## config.mk

```make
export PLATFORM = sky130hd
export DESIGN_NAME = cell_comm_link_stats_flat
export DESIGN_NICKNAME = d
export VERILOG_FILES = /design/src/rtl/cell_comm_link_stats_if.sv /design/src/rtl/cell_comm_link_stats.sv /design/src/flat_wrapper.sv
export SDC_FILE = /design/constraint.sdc
export NUM_CORES = 1
export LEC_CHECK = 0
export ABC_AREA = 1
export CORE_AREA = 8 8 263 138
export CTS_BUF_LIST = sky130_fd_sc_hd__clkbuf_2
export CTS_CLUSTER_SIZE = 10
export DETAILED_ROUTE_END_ITERATION = 6
export DIE_AREA = 0 0 271 146
export GPL_TIMING_DRIVEN = 0
export PLACE_DENSITY = 0.73
export SYNTH_ARGS = -nofsm -noshare
export SYNTH_HDL_FRONTEND = slang
export SYNTH_SLANG_ARGS = --single-unit
```

## constraint.sdc

```tcl
create_clock -name sysClk -period 2.6 [get_ports sysClk]
set_clock_uncertainty 0.1 [all_clocks]
set_input_delay 0.26 -clock sysClk [delete_from_list [all_inputs] [get_ports sysClk]]
set_output_delay 0.26 -clock sysClk [all_outputs]
set_load 0.02 [all_outputs]
```

## src/rtl/cell_comm_link_stats_if.sv

```systemverilog
// Signal bundle for the per-link RX statistics engine: RX observation inputs,
// snapshot/readout control and status outputs.
interface cell_comm_link_stats_if #(
    parameter int NUM_LINKS  = 2,
    parameter int DATA_WIDTH = 32
);
    localparam int SEL_W = $clog2(NUM_LINKS) + 2;

    logic [NUM_LINKS-1:0]  rxTvalid;
    logic [NUM_LINKS-1:0]  rxTlast;
    logic [NUM_LINKS-1:0]  rxCRCvalid;
    logic [NUM_LINKS-1:0]  rxCRCpass;
    logic [NUM_LINKS-1:0]  channelUp;
    logic                  snapStrobe;
    logic [SEL_W-1:0]      readSel;
    logic [DATA_WIDTH-1:0] readData;
    logic [NUM_LINKS-1:0]  staleLinks;
    logic [NUM_LINKS-1:0]  faultSeen;

    modport master (
        output rxTvalid, rxTlast, rxCRCvalid, rxCRCpass, channelUp, snapStrobe, readSel,
        input  readData, staleLinks, faultSeen
    );
    modport slave (
        input  rxTvalid, rxTlast, rxCRCvalid, rxCRCpass, channelUp, snapStrobe, readSel,
        output readData, staleLinks, faultSeen
    );
endinterface

```

## src/rtl/cell_comm_link_stats.sv

```systemverilog
// Per-link RX frame statistics: saturating good/crc/length/linkDown counters,
// stale-link watchdog, atomic snapshot to shadow registers, registered readout.
module cell_comm_link_lane #(
    parameter int CW  = 16,
    parameter int FW  = 16,
    parameter int TO  = 125000,
    parameter int CLR = 1
) (
    input  logic               clk,
    input  logic               rst_n,
    input  logic               tvalid,
    input  logic               tlast,
    input  logic               crc_valid,
    input  logic               crc_pass,
    input  logic               chan_up,
    input  logic               snap,
    output logic [3:0][CW-1:0] shadow,
    output logic               stale,
    output logic               fault
);
    localparam int WC_W = $clog2(FW + 2);
    localparam int WD_W = $clog2(TO + 1);

    typedef enum logic [1:0] {IDLE, IN_FRAME, DISCARD} state_t;

    state_t            state, state_nxt;
    logic [WC_W-1:0]   wcnt, wcnt_nxt, wcnt_inc, total;
    logic [WD_W-1:0]   wd;
    logic [3:0][CW-1:0] live;
    logic [3:0]        inc;
    logic              up_q, rose_q, rise, fall, done, crc_fail;

    assign rise     = chan_up & ~up_q;
    assign fall     = ~chan_up & up_q;
    assign wcnt_inc = (wcnt == WC_W'(FW + 1)) ? wcnt : wcnt + 1'b1;
    assign crc_fail = crc_valid & ~crc_pass;

    always_comb begin
        state_nxt = state;
        wcnt_nxt  = wcnt;
        done      = 1'b0;
        total     = '0;
        if (!chan_up) begin
            state_nxt = IDLE;
            wcnt_nxt  = '0;
        end else if (tvalid) begin
            case (state)
                IDLE: begin
                    if (tlast) begin
                        done  = 1'b1;
                        total = WC_W'(1);
                    end else if (rise || rose_q) begin
                        // first word right after link-up is the tail of an unseen frame
                        state_nxt = DISCARD;
                    end else begin
                        state_nxt = IN_FRAME;
                        wcnt_nxt  = WC_W'(1);
                    end
                end
                IN_FRAME: begin
                    wcnt_nxt = wcnt_inc;
                    if (tlast) begin
                        done      = 1'b1;
                        total     = wcnt_inc;
                        state_nxt = IDLE;
                        wcnt_nxt  = '0;
                    end
                end
                DISCARD: if (tlast) state_nxt = IDLE;
                default: state_nxt = IDLE;
            endcase
        end
    end

    assign inc[0] = done & ~crc_fail & (total == WC_W'(FW));
    assign inc[1] = done & crc_fail;
    assign inc[2] = done & ~crc_fail & (total != WC_W'(FW));
    assign inc[3] = fall;
    assign stale  = (wd == WD_W'(TO));

    always_ff @(posedge clk or negedge rst_n) begin
        if (!rst_n) begin
            state  <= IDLE;
            wcnt   <= '0;
            up_q   <= 1'b0;
            rose_q <= 1'b0;
            wd     <= '0;
            fault  <= 1'b0;
            live   <= '0;
            shadow <= '0;
        end else begin
            state  <= state_nxt;
            wcnt   <= wcnt_nxt;
            up_q   <= chan_up;
            rose_q <= rise;
            if (!chan_up || done)     wd <= '0;
            else if (!stale)          wd <= wd + 1'b1;
            if (inc[1] || inc[2])     fault <= 1'b1;
            else if (snap)            fault <= 1'b0;
            for (int k = 0; k < 4; k++) begin
                if (snap && CLR != 0)                 live[k] <= inc[k] ? CW'(1) : '0;
                else if (inc[k] && live[k] != '1)     live[k] <= live[k] + 1'b1;
            end
            if (snap) shadow <= live;
        end
    end
endmodule

module cell_comm_link_stats #(
    parameter int NUM_LINKS      = 2,
    parameter int COUNTER_WIDTH  = 16,
    parameter int DATA_WIDTH     = 32,
    parameter int FRAME_WORDS    = 16,
    parameter int TIMEOUT_CYCLES = 125000,
    parameter int CLEAR_ON_SNAP  = 1
) (
    input  logic                   sysClk,
    input  logic                   sysReset_n,
    cell_comm_link_stats_if.slave  bus
);
    localparam int SEL_W  = $clog2(NUM_LINKS) + 2;
    localparam int LINK_W = (NUM_LINKS > 1) ? $clog2(NUM_LINKS) : 1;

    logic [NUM_LINKS-1:0][3:0][COUNTER_WIDTH-1:0] shadow;
    logic [SEL_W-1:0]  sel;
    logic [LINK_W-1:0] link_sel;

    assign sel = bus.readSel;

    if (NUM_LINKS > 1) begin : g_sel
        assign link_sel = sel[SEL_W-1:2];
    end else begin : g_sel_one
        assign link_sel = '0;
    end

    for (genvar i = 0; i < NUM_LINKS; i++) begin : g_lane
        cell_comm_link_lane #(
            .CW (COUNTER_WIDTH),
            .FW (FRAME_WORDS),
            .TO (TIMEOUT_CYCLES),
            .CLR(CLEAR_ON_SNAP)
        ) u_lane (
            .clk      (sysClk),
            .rst_n    (sysReset_n),
            .tvalid   (bus.rxTvalid[i]),
            .tlast    (bus.rxTlast[i]),
            .crc_valid(bus.rxCRCvalid[i]),
            .crc_pass (bus.rxCRCpass[i]),
            .chan_up  (bus.channelUp[i]),
            .snap     (bus.snapStrobe),
            .shadow   (shadow[i]),
            .stale    (bus.staleLinks[i]),
            .fault    (bus.faultSeen[i])
        );
    end

    always_ff @(posedge sysClk or negedge sysReset_n) begin
        if (!sysReset_n)                   bus.readData <= '0;
        else if (int'(link_sel) < NUM_LINKS) bus.readData <= DATA_WIDTH'(shadow[link_sel][sel[1:0]]);
        else                               bus.readData <= '0;
    end
endmodule

```

## src/flat_wrapper.sv

```systemverilog
// flat-port wrapper written by rule: the top's interface ports become plain ports
module cell_comm_link_stats_flat 
#(
    parameter int NUM_LINKS      = 2,
    parameter int COUNTER_WIDTH  = 16,
    parameter int DATA_WIDTH     = 32,
    parameter int FRAME_WORDS    = 16,
    parameter int TIMEOUT_CYCLES = 125000,
    parameter int CLEAR_ON_SNAP  = 1
)
  (sysClk, sysReset_n, bus_rxTvalid, bus_rxTlast, bus_rxCRCvalid, bus_rxCRCpass, bus_channelUp, bus_snapStrobe, bus_readSel, bus_readData, bus_staleLinks, bus_faultSeen);
  cell_comm_link_stats_if #(.NUM_LINKS(NUM_LINKS), .DATA_WIDTH(DATA_WIDTH)) bus_i ();
  input  logic sysClk;
  input  logic sysReset_n;
  input wire logic [$bits(bus_i.rxTvalid)-1:0] bus_rxTvalid;
  input wire logic [$bits(bus_i.rxTlast)-1:0] bus_rxTlast;
  input wire logic [$bits(bus_i.rxCRCvalid)-1:0] bus_rxCRCvalid;
  input wire logic [$bits(bus_i.rxCRCpass)-1:0] bus_rxCRCpass;
  input wire logic [$bits(bus_i.channelUp)-1:0] bus_channelUp;
  input wire logic [$bits(bus_i.snapStrobe)-1:0] bus_snapStrobe;
  input wire logic [$bits(bus_i.readSel)-1:0] bus_readSel;
  output wire logic [$bits(bus_i.readData)-1:0] bus_readData;
  output wire logic [$bits(bus_i.staleLinks)-1:0] bus_staleLinks;
  output wire logic [$bits(bus_i.faultSeen)-1:0] bus_faultSeen;
  assign bus_i.rxTvalid = bus_rxTvalid;
  assign bus_i.rxTlast = bus_rxTlast;
  assign bus_i.rxCRCvalid = bus_rxCRCvalid;
  assign bus_i.rxCRCpass = bus_rxCRCpass;
  assign bus_i.channelUp = bus_channelUp;
  assign bus_i.snapStrobe = bus_snapStrobe;
  assign bus_i.readSel = bus_readSel;
  assign bus_readData = bus_i.readData;
  assign bus_staleLinks = bus_i.staleLinks;
  assign bus_faultSeen = bus_i.faultSeen;
  cell_comm_link_stats #(.NUM_LINKS(NUM_LINKS), .COUNTER_WIDTH(COUNTER_WIDTH), .DATA_WIDTH(DATA_WIDTH), .FRAME_WORDS(FRAME_WORDS), .TIMEOUT_CYCLES(TIMEOUT_CYCLES), .CLEAR_ON_SNAP(CLEAR_ON_SNAP)) u_core (.sysClk(sysClk), .sysReset_n(sysReset_n), .bus(bus_i));
endmodule
```

==> results.cfg <==
[floorplan]
num_rows = 47
start_util = 0.5437
pin_count = 52
die_w_um = 271
die_h_um = 146
dieArea_um2 = 39570
core_region_area_um2 = 32520

[yosys]
synth.area.top_cells = dfrtp_1 (46%), nand2_1 (12%), o21ai_0 (6.2%), nand3_1 (5.5%), inv_1 (5.0%)
ys_types = 50
syn_avg_cell_area_um2 = 7.622
synth_seq_cells = 326
ys_seq_area_frac = 0.4614
async_flop_share = 1.000
ys_warn_count = 0
synth.cell_area_um2 = 17680
synth_top_cell_by_area = dfrtp_1
yosys-top-cells-count = nand2_1 (574), dfrtp_1 (326), inv_1 (234)
synth-edff-count = 0
synth_most_common_cell = nand2_1
synthFlopType = dfrtp_1
yosys.area.top_type_share = 0.4614
syn_inst = 2320

[run_status]
violations = negative setup slack
outcome = finished with violations

[route]
drt-total-wl_um = 56680
drtIter0Drc = 2401
detail-route-antenna-nets = 0
drt_first_pass_iters = 7
vias = 17020
wl_per_cell_um = 18.98
drc = 0
via_per_inst = 5.700

[critical_path]
reg2reg_slack_ps = 40
ff2ff_path_depth = 19
cp_max_fo = 2
crit_arrival_ps = 2350
cp-start-kind = flip-flop
cp.required_ps = 2240
reg2reg_to = u_core.g_lane[1].u_lane.wd[1]
crit_path_end_kind = output port
reg2reg_from = u_core.g_lane[1].u_lane.wd[0]
setup.worst_path.start = u_core.g_lane[0].u_lane.wd[0]
setup.worst_path.class = reg -> out

[global_route]
grt_pass1_wl_um = 89130
grt_pass1_vias = 15700
antenna_found_initial = 2
gr-total-overflow = 0
grt_start_max_net_pins = 126
grt_usage = 0.2831

[hold_path]
hold_depth = 4
worstHoldPathType = in -> reg
min_from = bus_rxTvalid[1]
hold_end = u_core.g_lane[1].u_lane.state[1]

[pwr]
ir_drop_v = 0.0002272
p_leak_nw = 8.925
power_w = 0.009896
pwr_density_cell_nw_per_um2 = 499.3

[placement]
preCtsSetupSlack_ps = -654.2
io_buffers = 34
hpwl_um = 41760
routabilityCongestion = 1.013

[sta]
worst_slew_pin_slew_ps = 1187
slew_viol_final = 0
hold_ws_ps = 118.5
period_share = 1.041
rsz0062_at_grt = yes
setup_viol = 2
timing.final.ws_setup_ps = -106.6
min_period_ps = 2707
fmax_mhz = 369.5
hold_violations = 0
slew_headroom = 0.2088

[cells_and_area]
nFillCells = 2978
drive_above_1_share = 0.1018
area_growth_syn_to_layout_pct = 12.09
nNetsFinal = 2526

[cts]
cts.sinks = 326
root_buffer = clkbuf_2
cts_tree = built
path_clk_slew_ps = 110
numCtsBuffers = 77
clk-insertion-delay-late_ps = 990
clk_path_buf_depth = 3
htree_levels = 3

[run]
cap_violations = 0
==> registers in the layout, summed over array words and instances (netlist names) <==
register                     count
u_core.g_lane.u_lane.live      128
u_core.g_lane.u_lane.shadow    128
u_core.g_lane.u_lane.wd         34
u_core.bus.readData             16
u_core.g_lane.u_lane.wcnt       10
u_core.g_lane.u_lane.state       4
u_core.g_lane.u_lane.fault       2
u_core.g_lane.u_lane.rose_q      2
u_core.g_lane.u_lane.up_q        2
==> worst max-delay path, cell delays in order (launching register included) <==
cell and delay (ps):
dfrtp_1 410, inv_2 90, ha_4 150, nand4_1 120
nor4_2 200, nand3_1 180, nor2_2 130, buf_6 120
==> how the worst max path moves through the flow <==
| stage | end | slack (ps) | depth (start not counted) |
|---|---|---|---|
| 2_1_floorplan | u_core.g_lane[1].u_lane.live[10] | 770 | 10 |
| 3_3_place_gp | u_core.g_lane[0].u_lane.live[61] | -13090 | 1 |
| 3_5_place_dp | u_core.g_lane[1].u_lane.live[32] | -650 | 7 |
| 4_1_cts | bus_staleLinks[0] | -220 | 7 |
| 5_1_grt | bus_staleLinks[0] | -240 | 7 |
| 6_report | bus_staleLinks[0] | -110 | 7 |
==> metrics by stage <==
step,TNS [ps],cells,utilization,instance area (um2)
3_5_place_dp,-41240,2812,0.5747,18690
6_report,-188.9,2986,0.6095,19820
5_1_grt,-436.8,2986,0.6095,19820
2_1_floorplan,0,2335,-,17740
3_3_place_gp,-4287050,2810,0.5729,18630
4_1_cts,-427.8,2984,0.6078,19770
==> what timing repair did <==
item / 4_1_cts / 5_1_grt
hold buffers: 12 / 0
hold endpoints to repair: 339 / 0
setup endpoints to repair: 7 / 26
pin swaps: 7 / 11
gates resized for setup: 34 / 17
setup buffers: 29 / 5
==> cell type report <==
class                           count  area (um2)  share of cell area
Multi-Input combinational cell   1657        8180              0.4127
Sequential cell                   326        8160              0.4117
Inverter                          239       904.6             0.04564
Timing Repair Buffer               77       770.7             0.03889
Buffer                            112       581.8             0.02935
Tap cell                          441       551.8             0.02784
Clock buffer                      109       545.5             0.02752
Clock inverter                     24       122.6            0.006186
Antenna cell                        1       2.502           0.0001263
==> kinds of logic (layout without fill, tap and decap cells) <==
logic type / Yosys count / in the layout / share of synthesized area
AOI/OAI and AO/OA: 390 / 390 / 0.1164
DFF: 326 / 326 / 0.4614
buffers and inverters: 352 / 561 / 0.08435
other: 1 / 17 / 0.0002121
and+or+nand+nor: 1154 / 1154 / 0.2854
xor gates and xnor gates: 77 / 77 / 0.03814
adders and majority gates: 20 / 20 / 0.01415
==> where the power goes <==
part	leakage, nW	total (W)	internal, W	switching [W]
Sequential	4.50	0.00525	0.00516	0.0000883
Clock	0.523	0.00345	0.00122	0.00223
Combinational	3.91	0.00120	0.000367	0.000829
Total	8.92	0.00990	0.00675	0.00314
==> layer usage <==
layer | track usage | wire (um) | part of all wire | vias to the layer above
met3 | 0.1138 | 8090 | 0.14 | 104
met4 | 0.06507 | 1177 | 0.021 | 2
met5 | 0 | 11 | 0.00019 | -
li1 | - | - | - | 7937
met1 | 0.4484 | 26770 | 0.47 | 8022
met2 | 0.3434 | 20630 | 0.36 | 956
==> cell usage in the layout, fill, tap and decap left out, types with 25 or more instances in the layout <==
cell,netlist,routed
buf_4,21,41
dfrtp_1,326,324
xor2_1,67,67
o21ai_1,24,25
nor3_1,58,57
nand4_1,51,51
a21oi_1,95,95
o21ai_0,220,219
nand3_1,195,193
inv_1,234,228
clkbuf_2,0,109
clkdlybuf4s50_1,0,31
nor2_1,215,213
clkbuf_1,53,53
nand2_1,574,571
Note: power is estimated with default switching activity, not from simulation.
